`config.mk`:
```
export PLATFORM = sky130hd
export DESIGN_NAME = output_unit
export DESIGN_NICKNAME = d
export VERILOG_FILES = /design/src/rtl/output_unit.sv
export SDC_FILE = /design/constraint.sdc
export NUM_CORES = 1
export LEC_CHECK = 0
export ABC_AREA = 1
export CAP_MARGIN = 10
export CORE_MARGIN = 4
export CORE_UTILIZATION = 48
export DETAILED_ROUTE_END_ITERATION = 8
export PLACE_DENSITY = 0.76
export SYNTH_ARGS = -nofsm -noshare
export SYNTH_HDL_FRONTEND = slang
export SYNTH_SLANG_ARGS = --single-unit
```
`constraint.sdc`:
```
create_clock -name clk -period 1.5 [get_ports clk]
set_input_delay 0.3 -clock clk [delete_from_list [all_inputs] [get_ports clk]]
set_output_delay 0.3 -clock clk [all_outputs]
set_load 0.01 [all_outputs]
```
`src/rtl/output_unit.sv`:
```
// Output byte queue between the core's '.' command and a ready/valid consumer.
// Full-queue writes stall the core unless the consumer drains a byte in the same cycle.
module output_unit #(
  parameter int DEPTH = 4
) (
  input  logic                     clk,
  input  logic                     reset,
  input  logic                     out_write,
  input  logic [7:0]               acc_out,
  output logic                     out_stall,
  output logic [7:0]               tx_data,
  output logic                     tx_valid,
  input  logic                     tx_ready,
  output logic [$clog2(DEPTH):0]   out_count,
  output logic                     out_empty
);

  localparam int PW = $clog2(DEPTH);
  localparam int CW = PW + 1;

  logic [7:0]    mem_q [DEPTH];
  logic [PW-1:0] wr_ptr_q, wr_ptr_d;
  logic [PW-1:0] rd_ptr_q, rd_ptr_d;
  logic [CW-1:0] count_q, count_d;
  logic          full;
  logic          enq;
  logic          deq;

  assign full      = (count_q == CW'(DEPTH));
  assign tx_valid  = (count_q != '0);
  assign out_empty = (count_q == '0);
  assign out_count = count_q;
  // A full queue still accepts a write when the head byte leaves this cycle.
  assign out_stall = out_write && full && !tx_ready;
  assign enq       = out_write && !out_stall;
  assign deq       = tx_valid && tx_ready;
  assign tx_data   = tx_valid ? mem_q[rd_ptr_q] : 8'h00;

  always_comb begin
    wr_ptr_d = wr_ptr_q;
    rd_ptr_d = rd_ptr_q;
    count_d  = count_q;
    if (enq) wr_ptr_d = wr_ptr_q + PW'(1);
    if (deq) rd_ptr_d = rd_ptr_q + PW'(1);
    case ({enq, deq})
      2'b10:   count_d = count_q + CW'(1);
      2'b01:   count_d = count_q - CW'(1);
      default: count_d = count_q;
    endcase
  end

  always_ff @(posedge clk) begin
    if (reset) begin
      wr_ptr_q <= '0;
      rd_ptr_q <= '0;
      count_q  <= '0;
    end else begin
      wr_ptr_q <= wr_ptr_d;
      rd_ptr_q <= rd_ptr_d;
      count_q  <= count_d;
    end
  end

  // Storage is left unreset; entries are only visible while counted as queued.
  always_ff @(posedge clk) begin
    if (enq && !reset) mem_q[wr_ptr_q] <= acc_out;
  end

endmodule
```
==> results.py, run 1 <==
metrics = {
    "critical_path": {
        "slowest_delay_ns": 0.36,
        "crit_path_end_kind": "flop",
        "cp_max_fo": 3,
        "reg2regPathDepth": 12,
        "path_cells": "nor2_4, buf_6, a21boi_4, inv_2, ha_4, inv_4, fa_2, nand2_2, nand3_2, nand2_1, nand2_1, nor2_1",
        "cp.required_ns": 1.72,
        "crit_family": "simple AND/OR/NAND/NOR gates",
        "crit_type": "reg2reg",
        "startpoint": "out_count[0]",
        "worst-path-buf-inv": 3,
        "r2r-end": "out_count[2]",
        "crit_end": "out_count[2]",
        "cp.arrival_ns": 1.98,
        "r2r_setup_slack_ns": -0.26,
        "cp-start-kind": "flop",
        "cp_num_cells": 12,
        "slowest_stage": "dfxtp_4",
        "r2r-start": "out_count[0]",
        "path_common_cell": "nand2_1",
    },
    "clock_network": {
        "cts_tree": "yes",
        "cts.clk_slew.worst_paths_ns": 0.08,
        "h-tree-depth": 2,
        "cts.sinks": 41,
        "cts_buffers": 5,
        "cts_max_path_buffers": 2,
        "clk_latency_ns": 0.29,
        "root_buffer": "clkbuf_8",
        "cts_hold_repair.buffers": 0,
    },
    "timing": {
        "fmax_mhz": 568.5,
        "final-hold-violation-count": 0,
        "hold_ws_ns": 0.5061,
        "worstMarginPinSlew_ns": 0.2708,
        "slew_headroom_pct": 81.94,
        "maxSlewViolCount": 0,
        "rsz0062_at_grt": "true",
        "fin_crit_ns": 1.759,
        "setup-violations-final": 13,
        "clock_skew_ns": 0.006852,
        "fin_crit_sh_pct": 117.3,
        "setup_ws_ns": -0.2589,
        "setup_tns_ns": -1.886,
    },
    "final_layout": {
        "nets": 254,
        "drive_above_1_share_pct": 42.62,
        "diodes": 0,
        "final_common_cell": "edfxtp_1",
        "nFillCells": 247,
        "syn2layout_area_growth_pct": 41.81,
        "final_cell_area_sq_um": 2653,
        "instances_no_fill": 285,
        "mostFrequentLayoutCells": "edfxtp_1, nor2_1, buf_4",
    },
    "synth": {
        "synth-seq-cells": 41,
        "syn-instance-count": 172,
        "netlist_area_sq_um": 1871,
        "yosysSeqAreaShare_pct": 61.00,
        "ys_warn_count": 0,
        "synth_cell_types": 22,
        "postSynthNetCount": 190,
        "avgSynthCellArea_sq_um": 10.88,
    },
    "die": {
        "die_w_um": 70.43,
        "dieArea_sq_um": 4960,
        "start_util_pct": 50.34,
        "core_sq_um": 3716,
        "die_h_um": 70.43,
        "rows": 22,
        "ios": 26,
    },
    "grt": {
        "grt_usage_pct": 17.86,
        "grt_max_degree": 17,
        "grt_pass1_wl_um": 6741,
        "first_global_vias": 1424,
        "globalRouteOverflowTotal": 0,
        "antenna_found_initial": 0,
    },
    "detailed_routing": {
        "via_per_inst": 4.940,
        "firstDrtPassIters": 4,
        "drt_iter0_drc": 91,
        "ant_nets": 0,
        "wl_per_cell_um": 15.69,
        "totalWireLength_um": 4472,
        "vias": 1408,
        "route.detailed.drc": 0,
    },
    "pwr": {
        "p_leak_nw": 1.088,
        "irDropWorstVdd_mv": 1.313,
        "p_per_area_nw_per_um2": 1645,
    },
    "hold_path": {
        "hold_path_class": "reg2reg",
    },
    "placement": {
        "port-buffer-count": 25,
        "dpl_worst_slack_ns": -0.6355,
        "dpl.hpwl_um": 2809,
        "placed_cell_area_sq_um": 2372,
        "place_inst": 267,
        "place.gp.congestion": 0.7668,
    },
    "status": {
        "violations": "setup timing",
        "status": "complete, but fails checks",
    },
    "run": {
        "maxCapViolations": 0,
    },
}
## report_power, final
group	leakage [nW]	switching, mW	internal [mW]
combinational	0.668	1.05	1.03
sequential	0.367	0.100	1.34
clock	0.0528	0.353	0.491
## metal layers
layer  vias to the layer above  part of all wire, %  GRT usage, %
li1                        695                    -             -
met1                       662                   38         20.28
met2                        40                   55         32.43
met3                        11                  3.7         4.173
met4                         0                  3.3         6.170
met5                         -                    0             0
## cell type report
class                      instances  area [sq um]  area share [%]
clock inverter                     2         33.78           1.274
inverter                          24         110.1           4.151
clock buffer                       6         72.57           2.736
timing repair inverter             1         16.27          0.6132
timing repair buffer              60         546.8           20.61
multi-input combinational        103         660.6           24.91
sequential                        41          1152           43.44
tap                               48         60.06           2.264
## cells in the mapped netlist
master	count	area (sq um)
buf_12	1	20.02
o21ai_1	10	50.05
nor2_4	1	11.26
inv_1	20	75.07
nand3_2	2	20.02
a21boi_4	1	18.77
nor2_2	17	106.4
fa_1	1	20.02
buf_4	1	7.510
nand2_1	12	45.04
a21oi_2	1	8.760
nor2_1	26	97.59
buf_6	2	22.52
a21oi_1	12	60.06
ha_1	5	62.56
nand2_2	1	6.260
inv_2	4	15.01
o21ai_0	8	40.04
dfxtp_1	9	180.2
edfxtp_1	32	960.9
nand2_4	2	22.52
nand3_1	4	20.02
## worst reg2reg max path, delay by kind of cell, from the launching register on
family / cells / cell delay (ns)
AOI/OAI and AO/OA: 1 / 0.05
adders and majority gates: 2 / 0.52
buffers and inverters: 3 / 0.23
DFF: 1 / 0.36
and+or+nand+nor: 6 / 0.53
## state kept, by name, indices dropped and copies added, names as in the netlist, named ones only
name / count
rd_ptr_q: 2
out_count: 3
mem_q: 32
wr_ptr_q: 2
## worst min-delay path by stage
| stage | depth (start not counted) | from | slack (ns) | end |
|---|---|---|---|---|
| 2_1_floorplan | 1 | reset | 0.37 | flop |
| 3_3_place_gp | 2 | rd_ptr_q[1] | 0.47 | rd_ptr_q[1] |
| 3_5_place_dp | 2 | rd_ptr_q[1] | 0.49 | flop |
| 4_1_cts | 2 | rd_ptr_q[1] | 0.50 | flop |
| 5_1_grt | 2 | rd_ptr_q[1] | 0.54 | flop |
| 6_report | 2 | rd_ptr_q[1] | 0.51 | flop |
## kinds of logic (layout without fill, tap and decap cells)
logic type                 Yosys count  count (layout)  share of synthesized area (%)
AOI/OAI and AO/OA                   32              32                          9.499
and+or+nand+nor                     65              65                          17.59
adders and majority gates            6               6                          4.415
buffers and inverters               28              93                          7.491
DFF                                 41              41                          61.00
## stage by stage
step	power (mW)	util (%)
2_1_floorplan	2.291	-
3_3_place_gp	2.995	63.84
3_5_place_dp	3.056	63.84
4_1_cts	4.130	69.06
5_1_grt	4.602	71.38
6_report	4.363	71.38
## timing repair
item                                    4_1_cts  5_1_grt
endpoints found under the setup margin       49       39
pin swaps                                    11       13
cloned                                        2        0
resized for setup                            64       31
buffers inserted                              5        5
No activity file was read; power rests on OpenSTA's default activity.
==> run 2: changes to the inputs <==
- CORE_ASPECT_RATIO: unset -> 0.6
==> results.py, run 2 (same netlist as run 1, synthesis figures left out) <==
metrics = {
    "placement": {
        "place.gp.congestion": 0.7775,
        "dpl.hpwl_um": 2920,
        "place_inst": 264,
        "port-buffer-count": 25,
    },
    "final_layout": {
        "largest_register_ff_count": 32,
        "nFillCells": 233,
        "instances_no_fill": 280,
        "drive_above_1_share_pct": 43.35,
        "syn2layout_area_growth_pct": 40.33,
        "nets": 250,
        "regMostFlops": "mem_q",
        "mostFrequentLayoutCells": "edfxtp_1, buf_4, nor2_1",
        "diodes": 0,
        "final_common_cell": "edfxtp_1",
    },
    "detailed_routing": {
        "wl_per_cell_um": 17.85,
        "drt_iter0_drc": 97,
        "vias": 1491,
        "route.detailed.drc": 0,
        "firstDrtPassIters": 4,
        "ant_nets": 0,
        "totalWireLength_um": 4999,
        "via_per_inst": 5.325,
    },
    "die": {
        "die_w_um": 88.59,
        "die_h_um": 56.36,
        "ios": 26,
        "start_util_pct": 50.54,
        "core_sq_um": 3701,
        "dieArea_sq_um": 4992,
        "rows": 17,
    },
    "critical_path": {
        "r2r_setup_slack_ns": -0.27,
        "crit_family": "simple AND/OR/NAND/NOR gates",
        "crit_type": "reg2reg",
        "worst-path-buf-inv": 3,
        "slowest_stage": "dfxtp_4",
        "reg2regPathDepth": 12,
        "r2r-end": "out_count[2]",
        "cp-start-kind": "flop",
        "cp.arrival_ns": 1.99,
        "crit_path_end_kind": "flop",
        "cp.required_ns": 1.72,
        "r2r-start": "out_count[0]",
        "cp_max_fo": 3,
        "path_cells": "nor2_4, buf_6, a21boi_4, inv_2, ha_4, inv_2, fa_2, nand2_2, nand3_2, nand2_1, nand2_1, nor2_1",
        "slowest_delay_ns": 0.35,
    },
    "timing": {
        "fin_crit_ns": 1.768,
        "slew_headroom_pct": 83.66,
        "fin_crit_sh_pct": 117.9,
        "final-hold-violation-count": 0,
        "worstMarginPinSlew_ns": 0.2426,
        "rsz0062_at_grt": "true",
        "fmax_mhz": 565.6,
        "maxSlewViolCount": 0,
        "setup_ws_ns": -0.2681,
        "setup-violations-final": 13,
        "clock_skew_ns": 0.01254,
    },
    "grt": {
        "first_global_vias": 1540,
        "grt_pass1_wl_um": 7079,
        "antenna_found_initial": 0,
        "grt_usage_pct": 19.45,
        "grt_max_degree": 17,
        "globalRouteOverflowTotal": 0,
    },
    "clock_network": {
        "cts.clk_slew.worst_paths_ns": 0.07,
        "clk_latency_ns": 0.30,
        "h-tree-depth": 2,
        "cts_max_path_buffers": 2,
        "cts_buffers": 5,
        "cts_tree": "yes",
        "root_buffer": "clkbuf_8",
        "cts.sinks": 41,
    },
    "pwr": {
        "finalPower_mw": 4.255,
        "p_leak_nw": 1.055,
        "irDropWorstVdd_mv": 0.9367,
        "p_per_area_nw_per_um2": 1621,
    },
    "hold_path": {
        "hold_path_class": "reg2reg",
        "hold_depth": 2,
        "min_from": "rd_ptr_q[1]",
    },
    "run": {
        "maxCapViolations": 0,
    },
    "status": {
        "violations": "setup timing",
        "status": "complete, but fails checks",
    },
}
[run 2: what timing repair did]
item	in CTS	in global routing
gates resized for setup	72	27
endpoints found under the setup margin	48	33
hold buffers	0	0
cloned	1	0
pin swaps	7	17
buffers inserted	5	2
[run 2: layout make-up]
class / count / area [sq um] / share of cell area, %
clock inverters: 1 / 5.005 / 0.1907
multi-input cells: 103 / 691.9 / 26.36
inverters: 24 / 110.1 / 4.194
repair buffers: 56 / 514.2 / 19.59
repair inverters: 1 / 11.26 / 0.4290
clock buffers: 7 / 76.32 / 2.908
well taps: 47 / 58.81 / 2.240
flip-flops and latches: 41 / 1157 / 44.09
[run 2: per-layer routing]
metal	GRT usage (%)	up-vias	routed length, um
met3	6.745	14	321
met5	0	-	0
li1	-	693	-
met4	6.466	0	121
met2	31.42	55	2495
met1	24.36	729	2060
[run 2: metrics by stage]
step	hold slack, ns	utilization, %	setup TNS [ns]	worst slack [ns]	cell area (sq um)
floorplan	0.3670	-	-0.1216	-0.07084	1904
global placement	0.4777	64.33	-14.50	-0.4813	2381
detailed placement	0.5101	64.33	-16.10	-0.6114	2381
CTS	0.5130	68.09	-1.338	-0.1710	2520
global route	0.5408	70.93	-2.718	-0.3574	2625
finish	0.5333	70.93	-1.836	-0.2681	2625
[run 2: how the worst max path moves through the flow]
stage / from / endpoint / slack [ns] / cells after the start
2_1_floorplan: out_count[0] / out_count[2] / -0.07 / 12
6_report: out_count[0] / out_count[2] / -0.27 / 12
3_3_place_gp: tx_ready / out_count[2] / -0.48 / 13
4_1_cts: out_count[1] / out_count[2] / -0.17 / 14
5_1_grt: out_count[0] / out_count[2] / -0.36 / 13
3_5_place_dp: tx_ready / out_count[2] / -0.61 / 13
[run 2: tightest hold or removal path, cell delays in order, from the launching register on]
cell and delay [ns]:
dfxtp_1 0.34, nand2_1 0.10, a21oi_2 0.06
[run 2: report_power, final]
group	internal, mW	leakage (nW)	switching [mW]
Combinational	0.991	0.645	1.13
Sequential	1.35	0.368	0.102
Clock	0.326	0.0422	0.356
Total	2.66	1.05	1.59
==> run 3: changes to the inputs <==
- GPL_ROUTABILITY_DRIVEN: unset -> 0
==> results of run 3 <==
Same layout as run 2: the final DEF is identical, and so are final timing and power.
